$ cat config.mk
export PLATFORM = sky130hd
export DESIGN_NAME = ex_stage_flat
export DESIGN_NICKNAME = d
export VERILOG_FILES = /design/src/rtl/ex_stage_if.sv /design/src/rtl/ex_stage.sv /design/src/flat_wrapper.sv
export SDC_FILE = /design/constraint.sdc
export NUM_CORES = 1
export LEC_CHECK = 0
export ABC_AREA = 1
export BUFFER_PORTS_ARGS = -buffer_cell sky130_fd_sc_hd__buf_2
export CORE_MARGIN = 2
export CORE_UTILIZATION = 61
export DETAILED_ROUTE_END_ITERATION = 8
export GPL_ROUTABILITY_DRIVEN = 0
export HOLD_SLACK_MARGIN = 0.12
export PLACE_DENSITY = 0.84
export SYNTH_ARGS = -nofsm -noshare
export SYNTH_HDL_FRONTEND = slang
export SYNTH_SLANG_ARGS = --single-unit
$ cat constraint.sdc
create_clock -name clk -period 0.8 [get_ports clk]
set_input_delay 0.16 -clock clk [delete_from_list [all_inputs] [get_ports clk]]
set_output_delay 0.16 -clock clk [all_outputs]
set_load 0.1 [all_outputs]
$ cat src/rtl/ex_stage_if.sv
// Execute-stage bundle: ID/EX register contents in, EX/MEM register contents out.
// master drives the ID/EX side, slave is the execute stage itself.
interface ex_stage_if #(
    parameter int DATA_W = 32,
    parameter int ALUC_W = 4,
    parameter int REG_W  = 5
);
    logic              id_valid_i;
    logic              exe_write_reg;
    logic              exe_mem_to_reg;
    logic              exe_write_mem;
    logic [ALUC_W-1:0] exe_aluc;
    logic              exe_shift;
    logic              exe_alu_imm;
    logic [DATA_W-1:0] operand_1_i;
    logic [DATA_W-1:0] operand_2_i;
    logic [DATA_W-1:0] operand_imm_i;
    logic [REG_W-1:0]  des_r_i;
    logic              mem_stall_i;
    logic              flush_i;
    logic              ex_ready_o;
    logic              mem_valid_o;
    logic              mem_write_reg_o;
    logic              mem_mem_to_reg_o;
    logic              mem_write_mem_o;
    logic [DATA_W-1:0] alu_result_o;
    logic [DATA_W-1:0] store_data_o;
    logic [REG_W-1:0]  mem_des_r_o;

    modport master (
        output id_valid_i, exe_write_reg, exe_mem_to_reg, exe_write_mem,
        output exe_aluc, exe_shift, exe_alu_imm,
        output operand_1_i, operand_2_i, operand_imm_i, des_r_i,
        output mem_stall_i, flush_i,
        input  ex_ready_o, mem_valid_o, mem_write_reg_o, mem_mem_to_reg_o,
        input  mem_write_mem_o, alu_result_o, store_data_o, mem_des_r_o
    );

    modport slave (
        input  id_valid_i, exe_write_reg, exe_mem_to_reg, exe_write_mem,
        input  exe_aluc, exe_shift, exe_alu_imm,
        input  operand_1_i, operand_2_i, operand_imm_i, des_r_i,
        input  mem_stall_i, flush_i,
        output ex_ready_o, mem_valid_o, mem_write_reg_o, mem_mem_to_reg_o,
        output mem_write_mem_o, alu_result_o, store_data_o, mem_des_r_o
    );
endinterface

$ cat src/rtl/ex_stage.sv
// Execute stage: single-cycle ALU plus EX/MEM output registers.
// Define EX_MUL_EN to add the 32-cycle iterative shift-add multiplier (opcode 10).
module ex_stage #(
    parameter int DATA_W = 32,
    parameter int ALUC_W = 4,
    parameter int REG_W  = 5
) (
    input logic       clk,
    input logic       rst_n,
    ex_stage_if.slave bus
);
    localparam logic [ALUC_W-1:0] OP_ADD = ALUC_W'(0);
    localparam logic [ALUC_W-1:0] OP_SUB = ALUC_W'(1);
    localparam logic [ALUC_W-1:0] OP_AND = ALUC_W'(2);
    localparam logic [ALUC_W-1:0] OP_OR  = ALUC_W'(3);
    localparam logic [ALUC_W-1:0] OP_XOR = ALUC_W'(4);
    localparam logic [ALUC_W-1:0] OP_LUI = ALUC_W'(5);
    localparam logic [ALUC_W-1:0] OP_SLL = ALUC_W'(6);
    localparam logic [ALUC_W-1:0] OP_SRL = ALUC_W'(7);
    localparam logic [ALUC_W-1:0] OP_SRA = ALUC_W'(8);
    localparam logic [ALUC_W-1:0] OP_SLT = ALUC_W'(9);

    logic [DATA_W-1:0] op_a;
    logic [DATA_W-1:0] op_b;
    logic [4:0]        shamt;
    logic [DATA_W-1:0] alu_res;
    logic              ex_ready;
    logic              accept;
    logic              alu_take;
    logic              wr_eff;

    logic              r_valid;
    logic              r_wr;
    logic              r_m2r;
    logic              r_wm;
    logic [DATA_W-1:0] r_res;
    logic [DATA_W-1:0] r_sd;
    logic [REG_W-1:0]  r_des;

    assign op_a   = bus.operand_1_i;
    assign op_b   = bus.exe_alu_imm ? bus.operand_imm_i : bus.operand_2_i;
    assign shamt  = bus.exe_shift ? bus.operand_imm_i[10:6] : bus.operand_1_i[4:0];
    assign accept = bus.id_valid_i & ex_ready;
    assign wr_eff = bus.exe_write_reg & (bus.des_r_i != '0);

    always_comb begin
        alu_res = '0;
        case (bus.exe_aluc)
            OP_ADD:  alu_res = op_a + op_b;
            OP_SUB:  alu_res = op_a - op_b;
            OP_AND:  alu_res = op_a & op_b;
            OP_OR:   alu_res = op_a | op_b;
            OP_XOR:  alu_res = op_a ^ op_b;
            OP_LUI:  alu_res = op_b << 16;
            OP_SLL:  alu_res = bus.operand_2_i << shamt;
            OP_SRL:  alu_res = bus.operand_2_i >> shamt;
            OP_SRA:  alu_res = DATA_W'($signed(bus.operand_2_i) >>> shamt);
            OP_SLT:  alu_res = DATA_W'($signed(op_a) < $signed(op_b));
            default: alu_res = '0;
        endcase
    end

`ifdef EX_MUL_EN
    localparam logic [ALUC_W-1:0] OP_MUL = ALUC_W'(10);

    typedef enum logic {IDLE, MUL_BUSY} state_e;

    state_e            state;
    logic [5:0]        cnt;
    logic [DATA_W-1:0] acc;
    logic [DATA_W-1:0] mcand;
    logic [DATA_W-1:0] mplr;
    logic [DATA_W-1:0] acc_nxt;
    logic [DATA_W-1:0] product;
    logic              mul_done;
    logic              mul_take;
    logic              lat_wr;
    logic              lat_m2r;
    logic              lat_wm;
    logic [DATA_W-1:0] lat_sd;
    logic [REG_W-1:0]  lat_des;

    // Completion is taken on the edge of the 32nd iteration using the
    // not-yet-registered sum, so the product lands exactly 32 edges after accept.
    assign acc_nxt  = acc + (mplr[0] ? mcand : '0);
    assign mul_done = (cnt >= 6'd31);
    assign product  = (cnt == 6'd32) ? acc : acc_nxt;
    assign ex_ready = (state == IDLE) & ~bus.mem_stall_i;
    assign mul_take = accept & (bus.exe_aluc == OP_MUL);
    assign alu_take = accept & (bus.exe_aluc != OP_MUL);
`else
    assign ex_ready = ~bus.mem_stall_i;
    assign alu_take = accept;
`endif

    always_ff @(posedge clk or negedge rst_n) begin
        if (!rst_n) begin
            r_valid <= 1'b0;
            r_wr    <= 1'b0;
            r_m2r   <= 1'b0;
            r_wm    <= 1'b0;
            r_res   <= '0;
            r_sd    <= '0;
            r_des   <= '0;
`ifdef EX_MUL_EN
            state   <= IDLE;
            cnt     <= '0;
            acc     <= '0;
            mcand   <= '0;
            mplr    <= '0;
            lat_wr  <= 1'b0;
            lat_m2r <= 1'b0;
            lat_wm  <= 1'b0;
            lat_sd  <= '0;
            lat_des <= '0;
`endif
        end else if (bus.flush_i) begin
            r_valid <= 1'b0;
`ifdef EX_MUL_EN
            state   <= IDLE;
            cnt     <= '0;
        end else if (state == MUL_BUSY) begin
            // Iterations continue under stall; only the hand-off to MEM waits.
            if (cnt != 6'd32) begin
                acc   <= acc_nxt;
                mcand <= mcand << 1;
                mplr  <= mplr >> 1;
                cnt   <= cnt + 6'd1;
            end
            if (mul_done && !bus.mem_stall_i) begin
                r_valid <= 1'b1;
                r_res   <= product;
                r_wr    <= lat_wr;
                r_m2r   <= lat_m2r;
                r_wm    <= lat_wm;
                r_sd    <= lat_sd;
                r_des   <= lat_des;
                state   <= IDLE;
                cnt     <= '0;
            end
`endif
        end else if (!bus.mem_stall_i) begin
            r_valid <= alu_take;
            if (alu_take) begin
                r_res <= alu_res;
                r_wr  <= wr_eff;
                r_m2r <= bus.exe_mem_to_reg;
                r_wm  <= bus.exe_write_mem;
                r_sd  <= bus.operand_2_i;
                r_des <= bus.des_r_i;
            end
`ifdef EX_MUL_EN
            if (mul_take) begin
                acc     <= '0;
                mcand   <= op_a;
                mplr    <= op_b;
                cnt     <= '0;
                lat_wr  <= wr_eff;
                lat_m2r <= bus.exe_mem_to_reg;
                lat_wm  <= bus.exe_write_mem;
                lat_sd  <= bus.operand_2_i;
                lat_des <= bus.des_r_i;
                state   <= MUL_BUSY;
            end
`endif
        end
    end

    assign bus.ex_ready_o       = ex_ready;
    assign bus.mem_valid_o      = r_valid;
    assign bus.mem_write_reg_o  = r_wr;
    assign bus.mem_mem_to_reg_o = r_m2r;
    assign bus.mem_write_mem_o  = r_wm;
    assign bus.alu_result_o     = r_res;
    assign bus.store_data_o     = r_sd;
    assign bus.mem_des_r_o      = r_des;
endmodule

$ cat src/flat_wrapper.sv
// flat-port wrapper written by rule: the top's interface ports become plain ports
module ex_stage_flat 
#(
    parameter int DATA_W = 32,
    parameter int ALUC_W = 4,
    parameter int REG_W  = 5
)
  (clk, rst_n, bus_id_valid_i, bus_exe_write_reg, bus_exe_mem_to_reg, bus_exe_write_mem, bus_exe_aluc, bus_exe_shift, bus_exe_alu_imm, bus_operand_1_i, bus_operand_2_i, bus_operand_imm_i, bus_des_r_i, bus_mem_stall_i, bus_flush_i, bus_ex_ready_o, bus_mem_valid_o, bus_mem_write_reg_o, bus_mem_mem_to_reg_o, bus_mem_write_mem_o, bus_alu_result_o, bus_store_data_o, bus_mem_des_r_o);
  ex_stage_if #(.DATA_W(DATA_W), .ALUC_W(ALUC_W), .REG_W(REG_W)) bus_i ();
  input logic clk;
  input logic rst_n;
  input wire logic [$bits(bus_i.id_valid_i)-1:0] bus_id_valid_i;
  input wire logic [$bits(bus_i.exe_write_reg)-1:0] bus_exe_write_reg;
  input wire logic [$bits(bus_i.exe_mem_to_reg)-1:0] bus_exe_mem_to_reg;
  input wire logic [$bits(bus_i.exe_write_mem)-1:0] bus_exe_write_mem;
  input wire logic [$bits(bus_i.exe_aluc)-1:0] bus_exe_aluc;
  input wire logic [$bits(bus_i.exe_shift)-1:0] bus_exe_shift;
  input wire logic [$bits(bus_i.exe_alu_imm)-1:0] bus_exe_alu_imm;
  input wire logic [$bits(bus_i.operand_1_i)-1:0] bus_operand_1_i;
  input wire logic [$bits(bus_i.operand_2_i)-1:0] bus_operand_2_i;
  input wire logic [$bits(bus_i.operand_imm_i)-1:0] bus_operand_imm_i;
  input wire logic [$bits(bus_i.des_r_i)-1:0] bus_des_r_i;
  input wire logic [$bits(bus_i.mem_stall_i)-1:0] bus_mem_stall_i;
  input wire logic [$bits(bus_i.flush_i)-1:0] bus_flush_i;
  output wire logic [$bits(bus_i.ex_ready_o)-1:0] bus_ex_ready_o;
  output wire logic [$bits(bus_i.mem_valid_o)-1:0] bus_mem_valid_o;
  output wire logic [$bits(bus_i.mem_write_reg_o)-1:0] bus_mem_write_reg_o;
  output wire logic [$bits(bus_i.mem_mem_to_reg_o)-1:0] bus_mem_mem_to_reg_o;
  output wire logic [$bits(bus_i.mem_write_mem_o)-1:0] bus_mem_write_mem_o;
  output wire logic [$bits(bus_i.alu_result_o)-1:0] bus_alu_result_o;
  output wire logic [$bits(bus_i.store_data_o)-1:0] bus_store_data_o;
  output wire logic [$bits(bus_i.mem_des_r_o)-1:0] bus_mem_des_r_o;
  assign bus_i.id_valid_i = bus_id_valid_i;
  assign bus_i.exe_write_reg = bus_exe_write_reg;
  assign bus_i.exe_mem_to_reg = bus_exe_mem_to_reg;
  assign bus_i.exe_write_mem = bus_exe_write_mem;
  assign bus_i.exe_aluc = bus_exe_aluc;
  assign bus_i.exe_shift = bus_exe_shift;
  assign bus_i.exe_alu_imm = bus_exe_alu_imm;
  assign bus_i.operand_1_i = bus_operand_1_i;
  assign bus_i.operand_2_i = bus_operand_2_i;
  assign bus_i.operand_imm_i = bus_operand_imm_i;
  assign bus_i.des_r_i = bus_des_r_i;
  assign bus_i.mem_stall_i = bus_mem_stall_i;
  assign bus_i.flush_i = bus_flush_i;
  assign bus_ex_ready_o = bus_i.ex_ready_o;
  assign bus_mem_valid_o = bus_i.mem_valid_o;
  assign bus_mem_write_reg_o = bus_i.mem_write_reg_o;
  assign bus_mem_mem_to_reg_o = bus_i.mem_mem_to_reg_o;
  assign bus_mem_write_mem_o = bus_i.mem_write_mem_o;
  assign bus_alu_result_o = bus_i.alu_result_o;
  assign bus_store_data_o = bus_i.store_data_o;
  assign bus_mem_des_r_o = bus_i.mem_des_r_o;
  ex_stage #(.DATA_W(DATA_W), .ALUC_W(ALUC_W), .REG_W(REG_W)) u_core (.clk(clk), .rst_n(rst_n), .bus(bus_i));
endmodule
==> results of run 1 <==
==> through the flow <==
| stage | setup TNS, ns | area [sq um] | hold slack [ns] | util, % |
|---|---|---|---|---|
| floorplan | -72.71 | 14590 | -0.1356 | - |
| global placement | -71.67 | 20320 | 0.1383 | 93.11 |
| detailed placement | -80.54 | 20320 | 0.1466 | 93.11 |
==> cells in the mapped netlist, drive strengths merged (5+ instances only) <==
| library cell | count |
|---|---|
| o22ai | 21 |
| a221oi | 6 |
| nand3 | 472 |
| nor3 | 15 |
| nor2 | 176 |
| a21oi | 92 |
| nand4 | 24 |
| o21bai | 12 |
| a22oi | 5 |
| o21a | 5 |
| clkbuf | 66 |
| o21ai | 134 |
| buf | 52 |
| ha | 98 |
| dfrtp | 73 |
| nand2 | 906 |
| o211ai | 5 |
| inv | 387 |
| o221ai | 6 |
==> cells by family after synthesis <==
logic type | Yosys count | synth area share (%)
AND/OR/NAND/NOR | 1603 | 49.81
flip-flops | 73 | 13.50
adder cells (fa/ha/maj) | 100 | 9.355
buffers and inverters | 507 | 14.85
AO/OA/AOI/OAI | 293 | 12.17
XOR/XNOR | 5 | 0.3236
==> reports/metrics.yaml, run 1 <==
ys_seq_area_share_pct: 13.50
synth_flop_cell: "dfrtp_1"
synth_top_area_share_pct: 25.04
status: "aborted with a tool error"
synth_area_leaders: "nand2_1 25%, nand3_1 17%, dfrtp_1 13%"
clkSinkCount: 73
syn_nets: 2796
dpl.cell_count: 3444
clockBufferDepth: 2
postSynthAreaPerCell_sq_um: 5.244
yosys.area.top_type: "nand2_1"
hold_buffers: 8
dp.final_hpwl_um: 62820
dp_slack_ns: -2.219
cts_buffers: 9
synthCells: 2581
die_x_um: 153.0
cts_max_level: 3
cts_resized: 515
ctsRootBufferMaster: "clkbuf_16"
post_cts_buffers: 57
synth_seq_cells: 73
initial_core_util_pct: 62.02
ios: 189
io_buffer_count: 188
first-error: "[ERROR DPL-0038] Utilization greater than 100%, impossible to legalize"
synth_edf_count: 0
synth_area_sq_mm: 0.01354
async_reset_ff_share_pct: 100.0
haltStage: "4_1_cts"
ys_warn_count: 0
die_h_um: 153.0
rows: 54
synth.distinct_cells: 42
==> run 2, diff against run 1 <==
Settings changed: CORE_UTILIZATION 61 to 40, HOLD_SLACK_MARGIN 0.12 to not set, PLACE_DENSITY 0.84 to not set, PLACE_DENSITY_LB_ADDON set to 0.15.
==> reports/metrics.yaml, run 2 <==
status: "finished, violations left"  # was aborted with a tool error
violations: "design-rule violations, negative setup slack"
worstSetupPathType: "input port to register"
synthTopCellsByCount: "903 x nand2_1, 470 x nand3_1, 383 x inv_1"  # unchanged
hold_path.class: "input port to register"
peakVddDrop_mv: 1.001
synth_top_area_share_pct: 25.04  # unchanged
fin_cells: 3784
multi_input_area_sq_mm: 0.01258
grt_max_degree: 49
ys_warn_count: 0  # unchanged
min_period_ns: 2.368
hold_end: "u_core.bus.mem_des_r_o[4]$_DFFE_PN0P_"
drive_gt1_share_pct: 45.10
die_x_um: 188.0  # was 153.0 um
grt_use_total_pct: 42.99
ctsRootBufferMaster: "clkbuf_16"  # unchanged
min_path_cells: 3
yosys.area.top_type: "nand2_1"  # unchanged
rows: 67  # was 54
syn_nets: 2796  # unchanged
maxCapViolCount: 0
finClkSkew_ns: 0
cts_max_level: 3  # unchanged
postSynthAreaPerCell_sq_um: 5.244  # unchanged
setup_viol: 117
cp_max_fo: 7
clkSinkCount: 73  # unchanged
finalMaxSlewViolations: 0
synth_area_sq_mm: 0.01354  # unchanged
cts_tree: "built"
synth.distinct_cells: 42  # unchanged
relSlewSlack_pct: 54.75
postPlaceCellArea_sq_mm: 0.02093  # was 0.02032 sq mm
synth_seq_cells: 73  # unchanged
layout_commonest_cell: "nand2_1"
layout_common_cells: "705 x nand2_1, 555 x buf_4, 435 x nand3_1"
drtIter0Drc: 3150
num_vias: 22180
final_area_sq_mm: 0.02506
dp.final_hpwl_um: 57540  # was 62820 um
p_leak_uw: 0.01311
ff2ff_path_depth: 3
start_kind: "input port"
cpMostUsedCell: "nand2_1"
wl_per_cell_um: 21.62
reg2reg_setup_slack_ns: -0.04
worstReg2RegEnd: "u_core.bus.mem_des_r_o[0]$_DFFE_PN0P_"
n_fill_cell: 2410
grt_pass1_wl_um: 117300
async_reset_ff_share_pct: 100.0  # unchanged
synth_edf_count: 0  # unchanged
fin_nets: 3545
initial_core_util_pct: 40.47  # was 62.02%
cts_buffers: 9  # unchanged
antenna_found_initial: 3
synth_area_leaders: "nand2_1 25%, nand3_1 17%, dfrtp_1 13%"  # unchanged
regArea_sq_mm: 0.002101
die_h_um: 188.0  # was 153.0 um
rsz0062_at_grt: "yes"
synthCells: 2581  # unchanged
yosysMostFrequentCell: "nand2_1"  # unchanged
clockBufferDepth: 2  # unchanged
fmax_mhz: 422.4
slowest_stage: "nand2_1"
utilization_pct: 74.93
path_cells: "buf_12, buf_12, nand2_1, o21ai_1, buf_4, inv_1, ha_1, buf_4, nand2_1, nand2_1, inv_2, nand2_1, nand2_1, nand2_1, nand2_1, nand3_1, nor2_1, nor2_1, nor2_1, nand3_1, nand2_1, nand2_1"
ios: 189  # unchanged
ys_seq_area_share_pct: 13.50  # unchanged
slowest_delay_ns: 0.20
worst_ep_required_time_ns: 1.06
end_kind: "register"
arrival_ns: 2.63
powerDensity_mw_per_mm2: 1423
dieArea_sq_mm: 0.03533
coreArea_sq_mm: 0.03345
hp-start: "bus_des_r_i[4]"
post-route-period-util_pct: 296.0
setup_ws_ns: -1.568
hold_viol_final: 0
clkLatencyLatePin_ns: 0.38
grt_overflow_total: 0
viasPerCell: 5.861
grt_pass1_vias: 21180
drt_pre_antenna_iters: 9
ant_nets: 0
totalWireLength_um: 81820
fin_tns_setup_ns: -74.80
reg2reg_from: "u_core.bus.mem_des_r_o[0]$_DFFE_PN0P_"
syn_to_final_growth_pct: 85.16
dpl.cell_count: 3669  # was 3444
tightest_slew_ns: 0.6780
clk_pin_slew_ns: 0.08
io_buffer_count: 188  # unchanged
synth_flop_cell: "dfrtp_1"  # unchanged
drc_errors: 8
-- run 2: cell counts after synthesis --
No cell type changed its count.
-- run 2: area by class of cell --
class	instances	share of cell area (%)
clock buffers	9	0.8986
flip-flops and latches	73	8.382
inverters	389	5.961
diodes	1	0.009985
multi-input cells	2001	50.18
repair buffers	855	32.08
repair inverters	1	0.01498
well taps	448	2.237
clock inverters	7	0.2446
-- run 2: how the worst max path moves through the flow --
stage | from | cells after the start | slack [ns] | end
2_1_floorplan | bus_exe_alu_imm | 18 | -1.42 | u_core.bus.alu_result_o[28]$_DFFE_PN0P_
3_3_place_gp | bus_exe_alu_imm | 15 | -2.16 | u_core.bus.alu_result_o[2]$_DFFE_PN0P_
3_5_place_dp | bus_exe_alu_imm | 15 | -2.22 | u_core.bus.alu_result_o[2]$_DFFE_PN0P_
4_1_cts | bus_exe_alu_imm | 20 | -1.41 | u_core.bus.alu_result_o[29]$_DFFE_PN0P_
5_1_grt | bus_exe_alu_imm | 22 | -1.66 | u_core.bus.alu_result_o[18]$_DFFE_PN0P_
6_report | bus_exe_alu_imm | 22 | -1.57 | u_core.bus.alu_result_o[18]$_DFFE_PN0P_
-- run 2: logic make-up (layout without fill, tap and decap cells) --
group,after synthesis,after routing,share of synthesized area [%]
other,0,1,0
and+or+nand+nor,1603,1603,49.81
xor gates and xnor gates,5,5,0.3236
AOI/OAI and AO/OA,293,293,12.17
DFF,73,73,13.50
adders and majority gates,100,100,9.355
buffers and inverters,507,1261,14.85
-- run 2: per-layer routing --
metal  share of wire, %  routed length (um)  vias up  track usage (%)
met5              0.013                  11        -                0
met4                 10                8282        2            31.16
met3                 11                9166      616            10.09
met2                 44               35980     1673            69.87
met1                 35               28380    10120            49.59
li1                   -                   -     9766                -
-- run 2: metrics by stage --
stage	hold WS (ns)	power [uW]	setup slack [ns]
after floorplan	-0.1356	17090	-1.421
after global placement	0.05101	26210	-2.159
after detailed placement	0.05647	26460	-2.217
after CTS	0.01552	33070	-1.406
after global routing	0.04628	36800	-1.656
final	0.03699	35650	-1.568
-- run 2: worst max-delay path, delay by kind of cell --
family	cells	cell delay, ns
adders and majority gates	1	0.19
buffers and inverters	6	0.79
AOI/OAI and AO/OA	1	0.15
and+or+nand+nor	14	1.32
-- run 2: where the power goes --
part	total [uW]	switching (uW)	internal, uW	leakage (uW)
Sequential	5660	954	4710	0.000831
Clock	4330	2160	2170	0.000135
Combinational	25700	15500	10200	0.0121
Total	35700	18600	17100	0.0131
-- run 2: timing repair --
| item | 4_1_cts | 5_1_grt |
|---|---|---|
| gates cloned | 17 | 2 |
| hold buffers | 3 | 0 |
| endpoints found under the setup margin | 145 | 146 |
| pin swaps | 116 | 110 |
| hold endpoints to repair | 75 | 0 |
| setup buffers | 45 | 37 |
| resized for setup | 463 | 297 |
Power figures use the tool's default switching activity.
